[src/rtl/wb_regfile_pkg.sv]
// Shared constants for the write-back stage: MIPS opcode/funct encodings,
// register file geometry and the write-data source selector.
package wb_regfile_pkg;

    localparam int DATA_W = 32;
    localparam int REG_N  = 32;
    localparam int ADDR_W = $clog2(REG_N);

    localparam logic [ADDR_W-1:0] REG_RA = 5'd31;

    // Primary opcodes, ir[31:26]
    localparam logic [5:0] OP_SPECIAL = 6'h00;
    localparam logic [5:0] OP_JAL     = 6'h03;
    localparam logic [5:0] OP_ADDI    = 6'h08;
    localparam logic [5:0] OP_ANDI    = 6'h0C;
    localparam logic [5:0] OP_ORI     = 6'h0D;
    localparam logic [5:0] OP_LUI     = 6'h0F;
    localparam logic [5:0] OP_LB      = 6'h20;
    localparam logic [5:0] OP_LH      = 6'h21;
    localparam logic [5:0] OP_LW      = 6'h23;

    // SPECIAL funct codes, ir[5:0]
    localparam logic [5:0] F_MFHI = 6'h10;
    localparam logic [5:0] F_MFLO = 6'h12;
    localparam logic [5:0] F_ADD  = 6'h20;
    localparam logic [5:0] F_SUB  = 6'h22;
    localparam logic [5:0] F_AND  = 6'h24;
    localparam logic [5:0] F_OR   = 6'h25;
    localparam logic [5:0] F_SLT  = 6'h2A;
    localparam logic [5:0] F_SLTU = 6'h2B;

    typedef enum logic [2:0] {
        SRC_NONE = 3'd0,
        SRC_ALU  = 3'd1,
        SRC_MEM  = 3'd2,
        SRC_MD   = 3'd3,
        SRC_PC8  = 3'd4
    } wb_src_e;

endpackage

[src/rtl/wb_decode.sv]
// Combinational W-stage decode: instruction -> write request, destination, data source.
// Zero latency; a bubble (all-zero word) decodes as sll and therefore never writes.
import wb_regfile_pkg::*;

module wb_decode (
    input  logic [31:0]       ir,
    output logic              we,
    output logic [ADDR_W-1:0] dest,
    output logic [2:0]        src
);

    logic [5:0]        op;
    logic [5:0]        funct;
    logic [ADDR_W-1:0] rt;
    logic [ADDR_W-1:0] rd;
    logic              unused_ir;

    assign op        = ir[31:26];
    assign funct     = ir[5:0];
    assign rt        = ir[20:16];
    assign rd        = ir[15:11];
    assign unused_ir = ^{ir[25:21], ir[10:6]};

    always_comb begin
        we   = 1'b0;
        dest = '0;
        src  = SRC_NONE;
        case (op)
            OP_SPECIAL: begin
                case (funct)
                    F_ADD, F_SUB, F_AND, F_OR, F_SLT, F_SLTU: begin
                        we   = 1'b1;
                        dest = rd;
                        src  = SRC_ALU;
                    end
                    F_MFHI, F_MFLO: begin
                        we   = 1'b1;
                        dest = rd;
                        src  = SRC_MD;
                    end
                    default: ;
                endcase
            end
            OP_LUI, OP_ADDI, OP_ANDI, OP_ORI: begin
                we   = 1'b1;
                dest = rt;
                src  = SRC_ALU;
            end
            OP_LW, OP_LH, OP_LB: begin
                we   = 1'b1;
                dest = rt;
                src  = SRC_MEM;
            end
            OP_JAL: begin
                we   = 1'b1;
                dest = REG_RA;
                src  = SRC_PC8;
            end
            default: ;
        endcase
    end

endmodule

[src/rtl/wb_regfile.sv]
// Write-back stage + 32x32 GPR file; W outputs are same-cycle, commits land one edge later.
// Define GRF_BYPASS_EN to have read ports return the in-flight W write data.
import wb_regfile_pkg::*;

module wb_regfile (
    input  logic        clk,
    input  logic        reset,
    input  logic [31:0] wb_ir,
    input  logic [31:0] wb_rd,
    input  logic [31:0] wb_pc,
    input  logic [31:0] wb_pc_8,
    input  logic [31:0] wb_alu_out,
    input  logic [31:0] wb_muldiv_out,
    input  logic [4:0]  rs_addr,
    input  logic [4:0]  rt_addr,
    output logic [31:0] rs_data,
    output logic [31:0] rt_data,
    output logic        wb_we,
    output logic [4:0]  wb_waddr,
    output logic [31:0] wb_wdata,
    output logic [31:0] retire_count
);

    logic [DATA_W-1:0] regs [REG_N];
    logic              dec_we;
    logic [ADDR_W-1:0] dec_dest;
    logic [2:0]        dec_src;
    logic [DATA_W-1:0] sel_data;
    logic              unused_pc;

    // PC is carried for trace visibility only.
    assign unused_pc = ^wb_pc;

    wb_decode u_decode (
        .ir   (wb_ir),
        .we   (dec_we),
        .dest (dec_dest),
        .src  (dec_src)
    );

    always_comb begin
        case (dec_src)
            SRC_ALU: sel_data = wb_alu_out;
            SRC_MEM: sel_data = wb_rd;
            SRC_MD:  sel_data = wb_muldiv_out;
            SRC_PC8: sel_data = wb_pc_8;
            default: sel_data = '0;
        endcase
    end

    always_comb begin
        wb_we    = dec_we && (dec_dest != '0) && !reset;
        wb_waddr = wb_we ? dec_dest : '0;
        wb_wdata = wb_we ? sel_data : '0;
    end

    always_ff @(posedge clk) begin
        if (reset) begin
            for (int i = 0; i < REG_N; i++) begin
                regs[i] <= '0;
            end
        end else if (wb_we) begin
            regs[wb_waddr] <= wb_wdata;
        end
    end

    always_ff @(posedge clk) begin
        if (reset) begin
            retire_count <= '0;
        end else if (wb_ir != '0) begin
            retire_count <= retire_count + 32'd1;
        end
    end

`ifdef GRF_BYPASS_EN
    // Write-then-read: a port matching the live W destination sees the new value now.
    always_comb begin
        if (rs_addr == '0)
            rs_data = '0;
        else if (wb_we && (rs_addr == wb_waddr))
            rs_data = wb_wdata;
        else
            rs_data = regs[rs_addr];

        if (rt_addr == '0)
            rt_data = '0;
        else if (wb_we && (rt_addr == wb_waddr))
            rt_data = wb_wdata;
        else
            rt_data = regs[rt_addr];
    end
`else
    // Stored value only; the hazard unit forwards from W.
    always_comb begin
        rs_data = (rs_addr == '0) ? '0 : regs[rs_addr];
        rt_data = (rt_addr == '0) ? '0 : regs[rt_addr];
    end
`endif

endmodule

[config.mk]
export PLATFORM = sky130hd
export DESIGN_NAME = wb_regfile
export DESIGN_NICKNAME = d
export VERILOG_FILES = /design/src/rtl/wb_regfile_pkg.sv /design/src/rtl/wb_decode.sv /design/src/rtl/wb_regfile.sv
export SDC_FILE = /design/constraint.sdc
export NUM_CORES = 2
export LEC_CHECK = 0
export CAP_MARGIN = 15
export CORE_ASPECT_RATIO = 2
export CORE_MARGIN = 4
export CORE_UTILIZATION = 65
export DETAILED_ROUTE_END_ITERATION = 10
export DONT_BUFFER_PORTS = 1
export GPL_TIMING_DRIVEN = 0
export PLACE_DENSITY = 0.93
export SETUP_SLACK_MARGIN = 0.02
export SYNTH_ARGS = -nofsm -noshare
export SYNTH_HDL_FRONTEND = slang
export SYNTH_SLANG_ARGS = --single-unit
[constraint.sdc]
create_clock -name clk -period 5.3 [get_ports clk]
set_input_delay 0.265 -clock clk [delete_from_list [all_inputs] [get_ports clk]]
set_output_delay 0.265 -clock clk [all_outputs]
set_load 0.005 [all_outputs]
==> results of run 1 <==
## logic make-up after synthesis
group           Yosys count
simple gates           1210
fa+ha+maj                 1
mux                     704
xor+xnor                 27
flops                  1056
compound gates          187
other cells               1
buf+inv                 549
## layer usage
metal	GRT usage	GRT overflow
met5	0.2812	0
met4	0.6472	4
met3	0.5057	0
met2	0.8191	6
met1	0.5954	0
## stage by stage
stage,instance area [um^2],util,worst slack [ns],TNS (ns)
CTS,63150,0.7251,1.062,0
floorplan,57240,-,0.4931,0
global placement,58700,0.6739,-3.494,-2753.84
detailed placement,60310,0.6924,1.039,0
==> metrics.md, run 1 <==
| Metric | Value |
|---|---|
| Run status | did not finish |
| Last stage the flow got to | 5_1_grt |
| Tool error | [ERROR GRT-0232] Routing congestion too high. Check the congestion heatmap in the GUI. |
| GP Congestion | ~1.1 |
| Syn Area/Cell | approximately 15 um^2 |
| Post-synth EDFFs | a little over 1000 |
| Main combinational cell family by area after synthesis | multiplexers |
| Part of the Yosys area used for sequential elements | 0.5495 |
| Rows | about 150 |
| Die Y | 427.2 um |
| Clock Root Buffer | clkbuf_16 |
| Initial core utilization | 0.6558 |
| Grt ovf | 10 |
| Placed Cells | 4984 |
| Hold buffer count at cts | 0 |
| # IOs | ~340 |
| Mapped cell area | ~0.057 mm^2 |
| Top-count cell post-synth | edfxtp_1 |
| Async SR Flop Fraction | 0 |
| Postcts setup bufs | 0 |
| Dpl hpwl | between 150 and 200 mm |
| Top cells by area, synth | edfxtp_1 (54%), mux4_2 (25%), nor3_1 (5.8%) |
| Synth Area in Compound Gates | 0.02486 |
| Post-synthesis xor/xnor area fraction | 0.004140 |
| Ys flop type | edfxtp_1 |
| Tot GR Track Use | 0.6412 |
| Pin count of the biggest net entering global routing | 24 |
| Maximum level of the CTS H-tree | 3 |
| Post-synthesis register bit count | about 1100 |
| Yosys warning count | 0 |
| I/O Buffers | 0 |
| Synth Area in Simple Gates | 0.1179 |
| Post-synthesis mux area share | 0.2635 |
| Clock tree buffer depth | 3 |
| CTS resizes | 0 |
| Top-area cell type share of the netlist area | 0.5383 |
| Post-Synth Adder-Cell Area | 0.0002190 |
| Die X | 217.6 um |
| Synth unique cells | 60 |
| # clock sinks | about 1100 |
| Number of buffers created by CTS | 89 |
| Post-synth top cells | edfxtp_1 (1024), nor3_1 (663), mux4_2 (640), clkbuf_1 (337), nor4_1 (261) |
| Synth area leader | edfxtp_1 |
| Mapped Cells | around 3700 |
==> inputs of run 2 (changes only) <==
CORE_ASPECT_RATIO = not set   (was 2)
CORE_UTILIZATION = 40   (was 65)
PLACE_DENSITY = not set   (was 0.93)
PLACE_DENSITY_LB_ADDON = 0.15   (was not set)
SETUP_SLACK_MARGIN = not set   (was 0.02)
==> run 2 against run 1 <==
Effect of this change: the run now ends clean; area after synthesis did not move; synthesized cell count did not move.
==> metrics.md, run 2 <==
| Metric | Value |
|---|---|
| Post-synth EDFFs | 1024 |
| Final Util | 0.4594 |
| Post-place setup slack | between 0.6 and 0.7 ns |
| Clock Root Buffer | clkbuf_16 |
| CTS resizes | 0 |
| Crit path launch type | input pin |
| Run status | finished clean |
| Critical path, cell by cell | clkbuf_1 > clkbuf_1 > buf_8 > buf_1 > mux4_2 > mux4_2 > mux2i_1 > nor2_1 |
| Synth area leader | edfxtp_1 |
| Lkg Pwr | between 15 and 20 nW |
| Mapped Cells | 3735 |
| Part of the Yosys area used for sequential elements | 0.5495 |
| CTS tree | built |
| Design area | around 0.065 mm^2 |
| Critical path's top delay family | multiplexers |
| CP Class | input pin to output port |
| Hold Fails Final Rpt | 0 |
| Via/cell ratio | roughly 7.1 |
| 1st-iter DRT viols | 6669 |
| Ys flop type | edfxtp_1 |
| Buf+Inv Stages, Crit Path | 4 |
| Drt wl/cell | between 40 and 50 um |
| Syn Area/Cell | approximately 15 um^2 |
| Drc violations | 0 |
| # clock sinks | 1056 |
| Initial core utilization | 0.4030 |
| Max Cap Viol | 0 |
| Clk_lat worst skew | 0.75 ns |
| Crit share post-route | 0.9072 |
| Clk_skew | around 0.016 ns |
| Vias in the first global route | around 40000 |
| Finish-stage setup viols | 0 |
| Highest net fanout along the worst path | 10 |
| Worst EP required | between 5 and 6 ns |
| Via count | roughly 42000 |
| Top-area cell type share of the netlist area | 0.5383 |
| Maximum level of the CTS H-tree | 3 |
| Initial antenna violation count | 9 |
| Die ar. | between 0.1 and 0.15 mm^2 |
| Commonest non-fill, non-tap cell in the layout | edfxtp_1 |
| # IOs | about 340 |
| Placed Cells | 5721 |
| Async SR Flop Fraction | 0 |
| Layout cells sized above 1 | 0.2805 |
| Max frequency | roughly 210 MHz |
| Grt ovf | 0 |
| Hold buffer count at cts | 4 |
| Min Tclk post-route | ~4.8 ns |
| Final std cells w/o fill | about 6000 |
| Post-DP Area | 0.06129 mm^2 |
| Max reg flops | roughly 1000 |
| Layout Nets | between 4000 and 5000 |
| Number of buffers created by CTS | about 120 |
| Post-synthesis register bit count | 1056 |
| Final WS setup | slightly below 0.5 ns |
| CP peak stage delay | 0.87 ns |
| Reg2reg setup slack | around 2.6 ns |
| Die Y | roughly 390 um |
| Worst setup EP type | output port |
| Core region area | about 0.14 mm^2 |
| Largest regs | regs x1024, retire_count x32 |
| Pwr Density | ~320 mW/mm^2 |
| Final WL | 250.9 mm |
| Arr. time, crit path | 4.54 ns |
| Yosys warning count | 0 |
| Setup Total Neg Slack | 0 ns |
| I/O Buffers | 0 |
| Tot GR Track Use | 0.3321 |
| Rows | between 100 and 150 |
| Detail Route Antenna Nets | 0 |
| Top-count cell post-synth | edfxtp_1 |
| Synth unique cells | 60 |
| Global-route wire length before repair | about 340 mm |
| Clock tree buffer depth | 3 |
| Top register by number of flip-flops | regs |
| VDD IR max | around 0.28 mV |
| GP Congestion | between 0.9 and 1 |
| Layout area overhead | 14.01% |
| Final-report max-slew violation count | 0 |
| Commonest cells after routing, fill and taps aside | edfxtp_1 (1024), nor3_1 (663), mux4_2 (640) |
| Mapped cell area | between 0.05 and 0.06 mm^2 |
| Die X | between 300 and 400 um |
| Postcts setup bufs | 0 |
| Worst slew pin tran | ~1.4 ns |
| Dpl hpwl | between 150 and 200 mm |
| Pin count of the biggest net entering global routing | 25 |
| Top cells by area, synth | edfxtp_1 (54%), mux4_2 (25%), nor3_1 (5.8%) |
| Worst-path clk slew | around 0.060 ns |
| RSZ-0062 raised after global routing | no |
| CP max stage cell | mux2i_1 |
| First-pass DRT Iterations | 9 |
| Max-slew headroom | 0.03977 |
| Post-synth top cells | edfxtp_1 (1024), nor3_1 (663), mux4_2 (640), clkbuf_1 (337), nor4_1 (261) |
| Hold WC Path Type | input pin to flop |
==> run 2: final timing paths <==
kind	from	to	cells past startpoint
worst max-delay path	rt_addr[0]	rt_data[20]	8
worst min-delay path	wb_alu_out[26]	regs[25][26]	2
worst max register to register	retire_count[3]	retire_count[27]	6
worst min register to register	retire_count[31]	retire_count[31]	2
==> run 2: cells by family after synthesis <==
logic type,after synthesis,synth area share
flip-flops,1056,0.5495
multiplexers,704,0.2635
AND/OR/NAND/NOR,1210,0.1179
adder cells (fa/ha/maj),1,0.0002190
buffers and inverters,549,0.03973
AO/OA/AOI/OAI,187,0.02486
other,1,0.00006565
XOR/XNOR,27,0.004140
==> run 2: area by class of cell <==
class	count	area (um^2)
antenna	14	35.03
buffer	544	2257
clock buffer	159	3232
clock inverter	56	386.6
fill	12648	76630
inverter	5	18.77
multi-input combinational	2161	23940
sequential	1056	31390
tap	1890	2365
timing repair buffer	79	1503
==> run 2: per-stage QoR <==
step | power, mW | hold WS, ns
global route | 21.15 | 0.09947
CTS | 20.65 | 0.03733
finish | 20.76 | 0.08295
global placement | 12.68 | 0.5179
detailed placement | 12.78 | 0.5244
floorplan | 11.49 | 0.4743
==> run 2: report_power, final <==
part | total (mW) | internal [mW] | leakage, nW | switching (mW)
Clock | 8.05 | 4.44 | 1.75 | 3.61
Combinational | 2.94 | 1.12 | 7.13 | 1.82
Sequential | 9.77 | 9.56 | 9.99 | 0.212
==> run 2: layer usage <==
| layer | vias to the layer above | GRT usage | wire length (um) |
|---|---|---|---|
| met3 | 634 | 0.1234 | 33740 |
| li1 | 16109 | - | - |
| met4 | 6 | 0.1834 | 16090 |
| met5 | - | 0.01025 | 232 |
| met1 | 22014 | 0.4413 | 93060 |
| met2 | 3360 | 0.4698 | 107800 |
(Power assumes the default switching activity.)
